===== src/rtl/pwm_pkg.sv =====
// Shared constants, types and the duty compare for the 16-channel PWM peripheral.
package pwm_pkg;

  localparam int unsigned NUM_CH    = 16;
  localparam int unsigned PWM_CNT_W = 8;

  localparam logic [PWM_CNT_W-1:0] DUTY_FULL = 8'hFF;

  typedef logic [PWM_CNT_W-1:0] pwm_cnt_t;

  // Per-channel enable and mode masks, channel 15 in the MSB
  typedef struct packed {
    logic [NUM_CH-1:0] en_out;
    logic [NUM_CH-1:0] en_pwm;
  } ch_cfg_t;

  // Full-scale duty saturates to always-high instead of 255/256
  function automatic logic pwm_level(input pwm_cnt_t cnt, input pwm_cnt_t duty);
    return (duty == DUTY_FULL) || (cnt < duty);
  endfunction

endpackage


===== src/rtl/pwm_prescaler.sv =====
// Divides clk down to a one-cycle tick every CLK_DIV clocks.
module pwm_prescaler
  import pwm_pkg::*;
#(
  parameter int unsigned CLK_DIV = 13
) (
  input  logic clk,
  input  logic rst_n,
  output logic tick
);

  localparam int unsigned PCNT_W = (CLK_DIV > 1) ? $clog2(CLK_DIV) : 1;
  localparam logic [PCNT_W-1:0] PCNT_LAST = PCNT_W'(CLK_DIV - 1);

  logic [PCNT_W-1:0] pcnt_q;
  logic [PCNT_W-1:0] pcnt_d;

  // With CLK_DIV=1 the counter is pinned at 0 and tick stays high
  always_comb begin
    tick   = (pcnt_q == PCNT_LAST);
    pcnt_d = tick ? '0 : pcnt_q + PCNT_W'(1);
  end

  always_ff @(posedge clk or negedge rst_n) begin
    if (!rst_n) begin
      pcnt_q <= '0;
    end else begin
      pcnt_q <= pcnt_d;
    end
  end

endmodule


===== src/rtl/pwm_peripheral.sv =====
// Turns the SPI config registers into 16 registered outputs: off, static high,
// or one shared 8-bit PWM waveform with duty double-buffered at each period start.
module pwm_peripheral
  import pwm_pkg::*;
#(
  parameter int unsigned CLK_DIV = 13
) (
  input  logic              clk,
  input  logic              rst_n,
  input  logic [7:0]        en_reg_out_7_0,
  input  logic [7:0]        en_reg_out_15_8,
  input  logic [7:0]        en_reg_pwm_7_0,
  input  logic [7:0]        en_reg_pwm_15_8,
  input  logic [7:0]        pwm_duty_cycle,
  output logic [NUM_CH-1:0] out,
  output logic              period_start
);

  logic              tick;
  logic              pcnt_zero_q, pcnt_zero_d;
  pwm_cnt_t          cnt_q, cnt_d;
  pwm_cnt_t          duty_sh_q, duty_sh_d;
  logic [NUM_CH-1:0] out_q, out_d;
  logic              period_start_q, period_start_d;
  ch_cfg_t           cfg;
  logic              start_c;
  logic              pwm_raw;

  pwm_prescaler #(
    .CLK_DIV (CLK_DIV)
  ) u_prescaler (
    .clk   (clk),
    .rst_n (rst_n),
    .tick  (tick)
  );

  // pcnt wraps to 0 right after a tick, so a registered tick marks pcnt==0
  always_comb begin
    cfg.en_out     = {en_reg_out_15_8, en_reg_out_7_0};
    cfg.en_pwm     = {en_reg_pwm_15_8, en_reg_pwm_7_0};
    start_c        = pcnt_zero_q && (cnt_q == '0);
    pcnt_zero_d    = tick;
    cnt_d          = tick ? cnt_q + PWM_CNT_W'(1) : cnt_q;
    duty_sh_d      = start_c ? pwm_duty_cycle : duty_sh_q;
    period_start_d = start_c;
    // Compare against the duty in effect this cycle so the captured value
    // already governs the first clk of its own period
    pwm_raw        = pwm_level(cnt_q, duty_sh_d);
    out_d          = '0;
    for (int i = 0; i < NUM_CH; i++) begin
      out_d[i] = cfg.en_out[i] & (cfg.en_pwm[i] ? pwm_raw : 1'b1);
    end
  end

  always_ff @(posedge clk or negedge rst_n) begin
    if (!rst_n) begin
      pcnt_zero_q    <= 1'b1;
      cnt_q          <= '0;
      duty_sh_q      <= '0;
      out_q          <= '0;
      period_start_q <= 1'b0;
    end else begin
      pcnt_zero_q    <= pcnt_zero_d;
      cnt_q          <= cnt_d;
      duty_sh_q      <= duty_sh_d;
      out_q          <= out_d;
      period_start_q <= period_start_d;
    end
  end

  assign out          = out_q;
  assign period_start = period_start_q;

endmodule


===== config.mk =====
export PLATFORM = sky130hd
export DESIGN_NAME = pwm_peripheral
export DESIGN_NICKNAME = d
export VERILOG_FILES = /design/src/rtl/pwm_pkg.sv /design/src/rtl/pwm_prescaler.sv /design/src/rtl/pwm_peripheral.sv
export SDC_FILE = /design/constraint.sdc
export NUM_CORES = 1
export LEC_CHECK = 0
export CAP_MARGIN = 10
export CORE_ASPECT_RATIO = 1.1
export CORE_MARGIN = 5
export CORE_UTILIZATION = 45
export CTS_CLUSTER_SIZE = 14
export DETAILED_ROUTE_END_ITERATION = 12
export GPL_ROUTABILITY_DRIVEN = 0
export PLACE_DENSITY = 0.79
export RECOVER_POWER = 100
export SYNTH_ARGS = -nofsm -noshare
export SYNTH_HDL_FRONTEND = slang
export SYNTH_SLANG_ARGS = --single-unit
export TNS_END_PERCENT = 50

===== constraint.sdc =====
create_clock -name clk -period 3.97 [get_ports clk]
set_input_delay 0.397 -clock clk [delete_from_list [all_inputs] [get_ports clk]]
set_output_delay 0.397 -clock clk [all_outputs]
set_load 0.05 [all_outputs]

==> flow_summary.yaml <==
setup_path:
  worstSetupPathType: "flip-flop to flip-flop"
  cp_max_fo: 16
  reg2reg_slack_ns: 0.68
  r2r_cells: 12
  worstReg2RegEnd: "out[9]$_DFF_PN0_"
  cp.arrival_ns: 3.49
  r2r-start: "cnt_q[0]$_DFFE_PN0P_"
  critPathRequiredTime_ns: 4.17
  cp-end-kind: "flip-flop"
  worstSetupStartpointType: "flip-flop"
hold_path:
  holdPathEnd: "u_prescaler.pcnt_q[3]$_DFF_PN0_"
  worstHoldPathCells: 1
  hp-class: "flip-flop to flip-flop"
  holdCritStartpoint: "u_prescaler.pcnt_q[3]$_DFF_PN0_"
cts:
  cts_resized: 0
  clk_pin_slew_ns: 0.07
  cts.path.max_buffers: 2
  h-tree-depth: 2
  clk_latency_ns: 0.30
  cts_setup_buffers: 0
  cts.sinks: 38
  cts-root-buf: "clkbuf_8"
  numCtsBuffers: 5
  cts_tree: "done"
  ctsHoldBuffers: 0
finish:
  layout_commonest_cell: "clkdlybuf4s50_1"
  design_area_um2: 2516
  final_layout_size_suffix_gt1_share_pct: 8.182
  areaGrowthSynthToFinish_pct: 42.83
  nNetsFinal: 271
  antenna_cells: 0
  layout.cells.non_filler: 270
  final_cell_mix: "clkdlybuf4s50_1 (40), dfrtp_1 (37), inv_1 (29)"
sta:
  tightest_slew_ns: 2.025
  slew_headroom_pct: -34.99
  rsz0062_at_grt: "false"
  fin_tns_setup_ns: 0
  holdWs_ns: 0.4803
  fin_crit_sh_pct: 82.77
  fin_crit_ns: 3.286
  setup_viol: 0
  slew_violations: 39
  final.setup_skew_ns: 0.008839
  max_freq_mhz: 304.3
  setup_ws_ns: 0.6841
  timing_hold_violations_final: 0
global_route:
  grt_pass1_vias: 1535
  grt_pass1_wl_mm: 6.844
  grt_usage_pct: 16.83
  grt-ovfl-total: 0
  antenna_found_initial: 0
  grt_max_degree: 39
placement:
  pre_cts_slack_ns: 0.8995
  portBuffers: 58
  postPlaceCellArea_um2: 2389
  dp_hpwl_mm: 3.348
  dp_cells: 262
detailed_routing:
  routed_via_density: 5.122
  drt_iter0_drc: 41
  vias: 1383
  first_pass_iters: 4
  drt-total-wl_mm: 4.304
  ant_nets: 0
  route.detailed.drc: 0
  wire_per_inst_um: 15.94
synth:
  synth_area_leaders: "dfrtp_1 (53%), ha_1 (7.1%), inv_1 (6.2%)"
  synth_cell_types: 31
  synth-seq-cells: 38
  syn_nets: 208
  synth_top_area_cell: "dfrtp_1"
  netlist_area_um2: 1762
  syn_inst: 156
  ys_warn_count: 0
  syn_area_per_cell_um2: 11.29
  seq_area_frac_synth_pct: 54.05
  synth_top_area_share_pct: 52.56
floorplanning:
  die_x_um: 69.66
  die_area_um2: 5268
  start_util_pct: 47.46
  core_area_um2: 3712
  die_h_um: 75.63
  fp-row-count: 23
  ioPinCount: 59
power:
  p_per_area_nw_per_um2: 360.6
  p_leak_nw: 1.154
  ir_drop_v: 0.0002426
flow_run:
  max_cap_violations: 1
outcome:
  violations: "capacitance limit, slew limit"
  outcome: "complete, but fails checks"
==> layout make-up <==
class,count,area (um^2)
multi-input combinational,85,663.1
tap,50,62.56
clock buffer,5,68.82
timing repair buffer,60,591.8
clock inverter,3,68.82
sequential,38,952.2
fill,271,1196
inverter,29,108.9
==> report_power, final <==
| part | switching, W | internal, W | total (W) |
|---|---|---|---|
| clock | 0.000139 | 0.000252 | 0.000391 |
| sequential | 0.00000331 | 0.000398 | 0.000401 |
| combinational | 0.0000605 | 0.0000545 | 0.000115 |
| total | 0.000203 | 0.000704 | 0.000907 |
==> critical path: stages, from the launching register on <==
cell     delay (ns)
dfrtp_1        0.43
inv_1          0.13
ha_1           0.18
nor4b_2        0.34
nand2_1        0.33
mux2_1         0.42
inv_1          0.07
ha_1           0.23
a21oi_1        0.12
o21ai_0        0.13
nor3_1         0.30
o31ai_4        0.25
a31oi_1        0.27
==> worst max-delay path by stage <==
stage | startpoint | to | slack, ns
floorplan | cnt_q[0]$_DFFE_PN0P_ | out[0]$_DFF_PN0_ | 1.19
global placement | cnt_q[0]$_DFFE_PN0P_ | out[15]$_DFF_PN0_ | 1.11
detailed placement | cnt_q[0]$_DFFE_PN0P_ | out[9]$_DFF_PN0_ | 0.90
CTS | cnt_q[0]$_DFFE_PN0P_ | out[9]$_DFF_PN0_ | 0.86
global route | cnt_q[0]$_DFFE_PN0P_ | out[0]$_DFF_PN0_ | 0.43
finish | cnt_q[0]$_DFFE_PN0P_ | out[9]$_DFF_PN0_ | 0.68
==> metal layers <==
metal / part of all wire [%] / vias to the layer above / global-route usage (%)
met3: 6.1 / 15 / 4.485
li1: - / 664 / -
met2: 54 / 52 / 31.36
met5: 0 / - / 0
met1: 36 / 652 / 16.81
met4: 3.6 / 0 / 11.49
==> stage by stage <==
step                power [W]  util, %
finish              0.0009072    67.78
global route        0.0009405    67.78
floorplan           0.0004561        -
global placement    0.0005260    64.34
detailed placement  0.0005291    64.34
CTS                 0.0009181    68.05
==> sequential cells by signal, indices dropped and copies added, names as in the netlist <==
register,flops
out,16
pcnt_zero_q,1
cnt_q,8
period_start,1
u_prescaler.pcnt_q,4
duty_sh_q,8
==> logic make-up (layout without fill, tap and decap cells) <==
| family | after synthesis | in the layout | synth area share (%) |
|---|---|---|---|
| buffers and inverters | 33 | 97 | 7.954 |
| XOR/XNOR | 8 | 8 | 3.977 |
| flip-flops | 38 | 38 | 54.05 |
| AO/OA/AOI/OAI | 31 | 31 | 12.57 |
| adder cells (fa/ha/maj) | 10 | 10 | 7.102 |
| AND/OR/NAND/NOR | 30 | 30 | 10.72 |
| multiplexers | 6 | 6 | 3.622 |
==> cell usage after synthesis (all sizes together) <==
cell type  count
nor3           2
o221ai         1
and4           1
nand2          8
xnor2          7
nor4b          2
mux2i          3
buf            3
xor2           1
a211oi         2
and3           2
o41ai          1
or4b           2
mux2           3
o31ai          1
a21oi          4
o21ai          5
inv           29
nand4          6
ha            10
dfrtp         37
nand3          3
a31oi         16
nor2           4
a41oi          1
dfstp          1
clkbuf         1
Power figures use the tool's default switching activity.
